## src/rtl/regfile16b_dump_reader_pkg.sv

```systemverilog
// Shared widths and dump-FSM state encoding for the 16-bit register file and its dump reader.
package regfile16b_dump_reader_pkg;

  localparam int RF_DATA_W = 16;
  localparam int RF_ADDR_W = 3;

  typedef enum logic [1:0] {
    DUMP_IDLE = 2'd0,
    DUMP_SCAN = 2'd1,
    DUMP_LAST = 2'd2
  } dump_state_t;

endpackage

```

## src/rtl/regfile16b_dump_fsm.sv

```systemverilog
// Dump sequencer: walks the register index, owns valid/busy/done, and tells the top
// when and from which index to capture the next dump_data snapshot.
module regfile16b_dump_fsm
  import regfile16b_dump_reader_pkg::*;
#(
  parameter int ADDR_W = RF_ADDR_W
) (
  input  logic              clk,
  input  logic              rst,
  input  logic              clk_en,
  input  logic              start,
  input  logic              ready,
  output logic [ADDR_W-1:0] idx,
  output logic [ADDR_W-1:0] load_idx,
  output logic              load,
  output logic              valid,
  output logic              busy,
  output logic              done
);

  localparam logic [ADDR_W-1:0] LAST_IDX = '1;

  dump_state_t       state_reg, state_next;
  logic [ADDR_W-1:0] idx_reg, idx_next;
  logic              valid_reg, valid_next;

  always_ff @(posedge clk) begin
    if (rst) begin
      state_reg <= DUMP_IDLE;
      idx_reg   <= '0;
      valid_reg <= 1'b0;
    end else if (clk_en) begin
      state_reg <= state_next;
      idx_reg   <= idx_next;
      valid_reg <= valid_next;
    end
  end

  always_comb begin
    state_next = state_reg;
    idx_next   = idx_reg;
    valid_next = valid_reg;
    load       = 1'b0;
    load_idx   = idx_reg + 1'b1;
    case (state_reg)
      DUMP_IDLE: begin
        if (start) begin
          state_next = DUMP_SCAN;
          idx_next   = '0;
          valid_next = 1'b1;
          load       = 1'b1;
          load_idx   = '0;
        end
      end
      DUMP_SCAN: begin
        if (valid_reg && ready) begin
          if (idx_reg == LAST_IDX) begin
            valid_next = 1'b0;
            state_next = DUMP_LAST;
          end else begin
            idx_next = idx_reg + 1'b1;
            load     = 1'b1;
          end
        end
      end
      DUMP_LAST: state_next = DUMP_IDLE;
      default:   state_next = DUMP_IDLE;
    endcase
  end

  assign idx   = idx_reg;
  assign valid = valid_reg;
  assign busy  = (state_reg != DUMP_IDLE);
  assign done  = (state_reg == DUMP_LAST);

endmodule

```

## src/rtl/regfile16b_dump_reader.sv

```systemverilog
// 8 x 16-bit register file with write-first combinational read ports and a
// valid/ready dump stream that snapshots each register as it is offered.
module regfile16b_dump_reader
  import regfile16b_dump_reader_pkg::*;
#(
  parameter int DATA_W  = RF_DATA_W,
  parameter int ADDR_W  = RF_ADDR_W,
  parameter bit R0_ZERO = 1'b1
) (
  input  logic              clk,
  input  logic              rst,
  input  logic              clk_en,
  input  logic              we,
  input  logic [ADDR_W-1:0] waddr,
  input  logic [DATA_W-1:0] wdata,
  input  logic [ADDR_W-1:0] raddr_a,
  output logic [DATA_W-1:0] rdata_a,
  input  logic [ADDR_W-1:0] raddr_b,
  output logic [DATA_W-1:0] rdata_b,
  input  logic              dump_start,
  output logic              dump_busy,
  output logic              dump_valid,
  input  logic              dump_ready,
  output logic [ADDR_W-1:0] dump_addr,
  output logic [DATA_W-1:0] dump_data,
  output logic              dump_done
);

  localparam int NREG = 1 << ADDR_W;

  logic [DATA_W-1:0] regs [NREG];
  logic [DATA_W-1:0] byp  [NREG];
  logic              wr_legal;
  logic              load;
  logic [ADDR_W-1:0] load_idx;

  assign wr_legal = clk_en & we & ~(R0_ZERO & (waddr == '0));

  always_ff @(posedge clk) begin
    if (rst) begin
      for (int i = 0; i < NREG; i++) regs[i] <= '0;
    end else if (wr_legal) begin
      regs[waddr] <= wdata;
    end
  end

  // Write-first view of every register; shared by both read ports and the dump capture.
  for (genvar gi = 0; gi < NREG; gi++) begin : g_byp
    assign byp[gi] = (wr_legal && (waddr == ADDR_W'(gi))) ? wdata :
                     ((R0_ZERO && gi == 0) ? '0 : regs[gi]);
  end

  assign rdata_a = byp[raddr_a];
  assign rdata_b = byp[raddr_b];

  // Snapshot taken only when a new beat is loaded, so later writes to the offered index
  // never disturb a beat that is waiting for ready.
  always_ff @(posedge clk) begin
    if (rst) begin
      dump_data <= '0;
    end else if (clk_en && load) begin
      dump_data <= byp[load_idx];
    end
  end

  regfile16b_dump_fsm #(
    .ADDR_W(ADDR_W)
  ) u_fsm (
    .clk     (clk),
    .rst     (rst),
    .clk_en  (clk_en),
    .start   (dump_start),
    .ready   (dump_ready),
    .idx     (dump_addr),
    .load_idx(load_idx),
    .load    (load),
    .valid   (dump_valid),
    .busy    (dump_busy),
    .done    (dump_done)
  );

endmodule
```

## config.mk

```make
export PLATFORM = sky130hd
export DESIGN_NAME = regfile16b_dump_reader
export DESIGN_NICKNAME = d
export VERILOG_FILES = /design/src/rtl/regfile16b_dump_reader_pkg.sv /design/src/rtl/regfile16b_dump_fsm.sv /design/src/rtl/regfile16b_dump_reader.sv
export SDC_FILE = /design/constraint.sdc
export NUM_CORES = 1
export LEC_CHECK = 0
export BUFFER_PORTS_ARGS = -buffer_cell sky130_fd_sc_hd__buf_2
export CAP_MARGIN = 0
export CORE_ASPECT_RATIO = 0.5
export CORE_MARGIN = 5
export CORE_UTILIZATION = 43
export CTS_CLUSTER_DIAMETER = 80
export DETAILED_ROUTE_END_ITERATION = 8
export SLEW_MARGIN = 5
export SYNTH_ARGS = -nofsm -noshare
export SYNTH_HDL_FRONTEND = slang
export SYNTH_SLANG_ARGS = --single-unit
```

## constraint.sdc

```tcl
create_clock -name clk -period 5.2 [get_ports clk]
set_input_delay 0.52 -clock clk [delete_from_list [all_inputs] [get_ports clk]]
set_output_delay 0.52 -clock clk [all_outputs]
set_load 0.005 [all_outputs]
```

==> metrics.cfg <==
[synthesis]
synth_area_leader_cell = edfxtp_1
synth_seq_cells = 134
ys_top_cells_by_area = edfxtp_1 33%, and2_1 6.5%, nand3_1 4.9%
seq_area_frac_synth_pct = 37.5
yosysWarningCount = 0
syn_area_per_cell_um2 = 9.40
syn-num-nets = 1113
synthDistinctLibCells = 64
synth_common_cells = 112 x edfxtp_1, 105 x and2_1, 100 x nand3_1
synthCells = 1080
yosysMostFrequentCell = edfxtp_1
ys_async_sr_fraction_pct = 0
yosysTopAreaCellShare_pct = 33.1
syn-cell-area_um2 = 10100
synth_edf_count = 112
synth_top_flop_cell = edfxtp_1

[pwr]
cellInternalPower_w = 0.00205
p_per_area_nw_per_um2 = 268
leakage_nw = 3.99
clkPwrFrac_pct = 38.8
seqPwrFrac_pct = 41.9
p_switching_w = 0.000961
ir_drop_mv = 0.161
switching_share_pct = 31.9
pwr-share-comb_pct = 19.3

[layout]
final_nets = 1121
final_cells = 1408
num_antenna_cells = 0
largest_reg_flops = 112
n_fill_cell = 2140
layout-drive-gt1-share_pct = 20.3
areaGrowthSynthToFinish_pct = 10.6

[clock_network]
cts-resized-gates = 0
clockRootBuffer = clkbuf_16
htreeDepth = 4
cts_setup_buffers = 0
clock_latency_ns = 0.44
path_clk_slew_ns = 0.06
numCtsBuffers = 17
hold_buffers = 0
clock_path_buffers = 2
clkSinkCount = 134
cts_tree = yes

[placed_design]
routabilityCongestion = 0.910
dp_slack_ns = 1.75
numPlacedInstances = 1376
dpl.hpwl_um = 25400
port_buffers = 84

[detailed_routing]
vias_per_cell = 7.07
vias = 9950
avgRoutedWirePerCell_um = 28.9
dr.pass1.iters = 6
wl_um = 40600
antenna_left = 0
drt_iter0_markers = 1646
drc = 0

[global_route]
grt_start_max_net_pins = 44
grt_usage_pct = 29.3
grt_pass1_wl_um = 59400
antenna_found_initial = 1
grt_pass1_vias = 9513
overflow = 0

[sta]
post-route-min-period_ns = 3.63
post-route-period-util_pct = 69.8
clock_skew_ns = 0.0118
setup_tns_ns = 0
rsz0062_at_grt = no
finalWorstSetupSlack_ns = 1.57
fmax_ghz = 0.275
timing.final.max_slew_violations = 0
setup_viol_count_final = 0
slew_headroom_pct = 7.00
hold_violations = 0
whs_ns = 0.370
max_slew.worst_pin.slew_ns = 1.38

[flow_run]
maxCapViolations = 0

[setup_path]
r2r_end = dump_data[9]
critPathKind = input port to primary output
rr_startpoint = u_fsm.idx[0]
cp-start-kind = input port
reg2reg_depth = 8
path_max_fanout = 32
reg2reg_slack_ns = 2.04
cp.arrival_ns = 3.11
cp-end-kind = primary output
required_ns = 4.68

[floorplan]
die_x_um = 227
start_util_pct = 44.1
io_pins = 85
core_um2 = 23000
row_count = 39
fp.dieH_um = 119
dieArea_um2 = 27000

[status]
status = complete, no violations

[worst_hold_path]
hp-class = input port to flop
hold_depth = 2
worstHoldStart = clk_en
hold_end = u_fsm.state_reg[0]

-- cells in the final DEF, fill, tap and decap left out, types with 14 or more instances in the layout --
cell / synthesis / layout
o22a_1: 28 / 28
buf_2: 34 / 84
a211o_1: 14 / 14
o21ai_0: 57 / 57
a32oi_1: 15 / 15
dfxtp_1: 22 / 22
nand3_1: 100 / 100
nand2_1: 54 / 54
o211a_1: 15 / 15
a311oi_1: 29 / 29
buf_4: 7 / 37
a221oi_1: 22 / 22
a21oi_1: 78 / 78
edfxtp_1: 112 / 112
mux2_2: 18 / 18
clkbuf_16: 0 / 17
mux4_2: 16 / 16
and2_1: 105 / 105
a21o_1: 30 / 30
mux2i_1: 45 / 45
-- layer usage --
metal / track usage [%] / routed length (um) / vias up
met5: 0 / 27 / -
met4: 10.7 / 1290 / 4
met3: 8.17 / 5710 / 134
met2: 43.1 / 17300 / 825
met1: 41.3 / 16300 / 4765
li1: - / - / 4222
-- critical path, cell delays in order --
cell and delay [ns]:
buf_2 0.62, nor3_1 0.24, a21oi_1 0.91, buf_4 0.36
a32oi_1 0.13, o221a_2 0.19, buf_2 0.13
-- kinds of logic (layout without fill, tap and decap cells) --
logic type / after synthesis / in the layout / share of synthesized area (%)
compound gates: 378 / 378 / 27.8
simple gates: 349 / 349 / 18.7
buf+inv: 138 / 159 / 5.86
flops: 134 / 134 / 37.5
mux: 79 / 79 / 9.99
fa+ha+maj: 2 / 2 / 0.247
-- worst max path at each step --
stage | start | endpoint | slack, ns
3_3_place_gp | raddr_a[0] | rdata_a[0] | 1.79
3_5_place_dp | clk_en | rdata_a[3] | 1.75
2_1_floorplan | raddr_b[2] | rdata_b[3] | 2.81
5_1_grt | clk_en | rdata_b[0] | 1.58
6_report | raddr_a[0] | rdata_a[0] | 1.57
4_1_cts | clk_en | rdata_a[3] | 1.74
-- layout make-up --
cell class / count / area (um2) / area share [%]
clock buffers: 17 / 425 / 3.79
clock inverters: 15 / 120 / 1.07
inverters: 6 / 22.5 / 0.201
multi-input cells: 808 / 5770 / 51.4
flip-flops and latches: 134 / 3800 / 33.9
well taps: 307 / 384 / 3.42
repair buffers: 121 / 698 / 6.22
-- power by group through the flow --
stage | registers [W] | logic, W | clock network (W)
2_1_floorplan | 0.00127 | 0.000371 | 0
3_3_place_gp | 0.00128 | 0.000557 | 0
3_5_place_dp | 0.00128 | 0.000560 | 0
4_1_cts | 0.00126 | 0.000563 | 0.00117
5_1_grt | 0.00127 | 0.000609 | 0.00122
6_report | 0.00126 | 0.000582 | 0.00117
-- through the flow --
step / instance area (um2) / util, % / power [W]
finish: 11200 / 48.7 / 0.00301
global route: 11200 / 48.7 / 0.00309
CTS: 11200 / 48.7 / 0.00299
detailed placement: 10700 / 46.4 / 0.00184
global placement: 10700 / 46.4 / 0.00184
floorplan: 10100 / - / 0.00164
(Power assumes the default switching activity.)
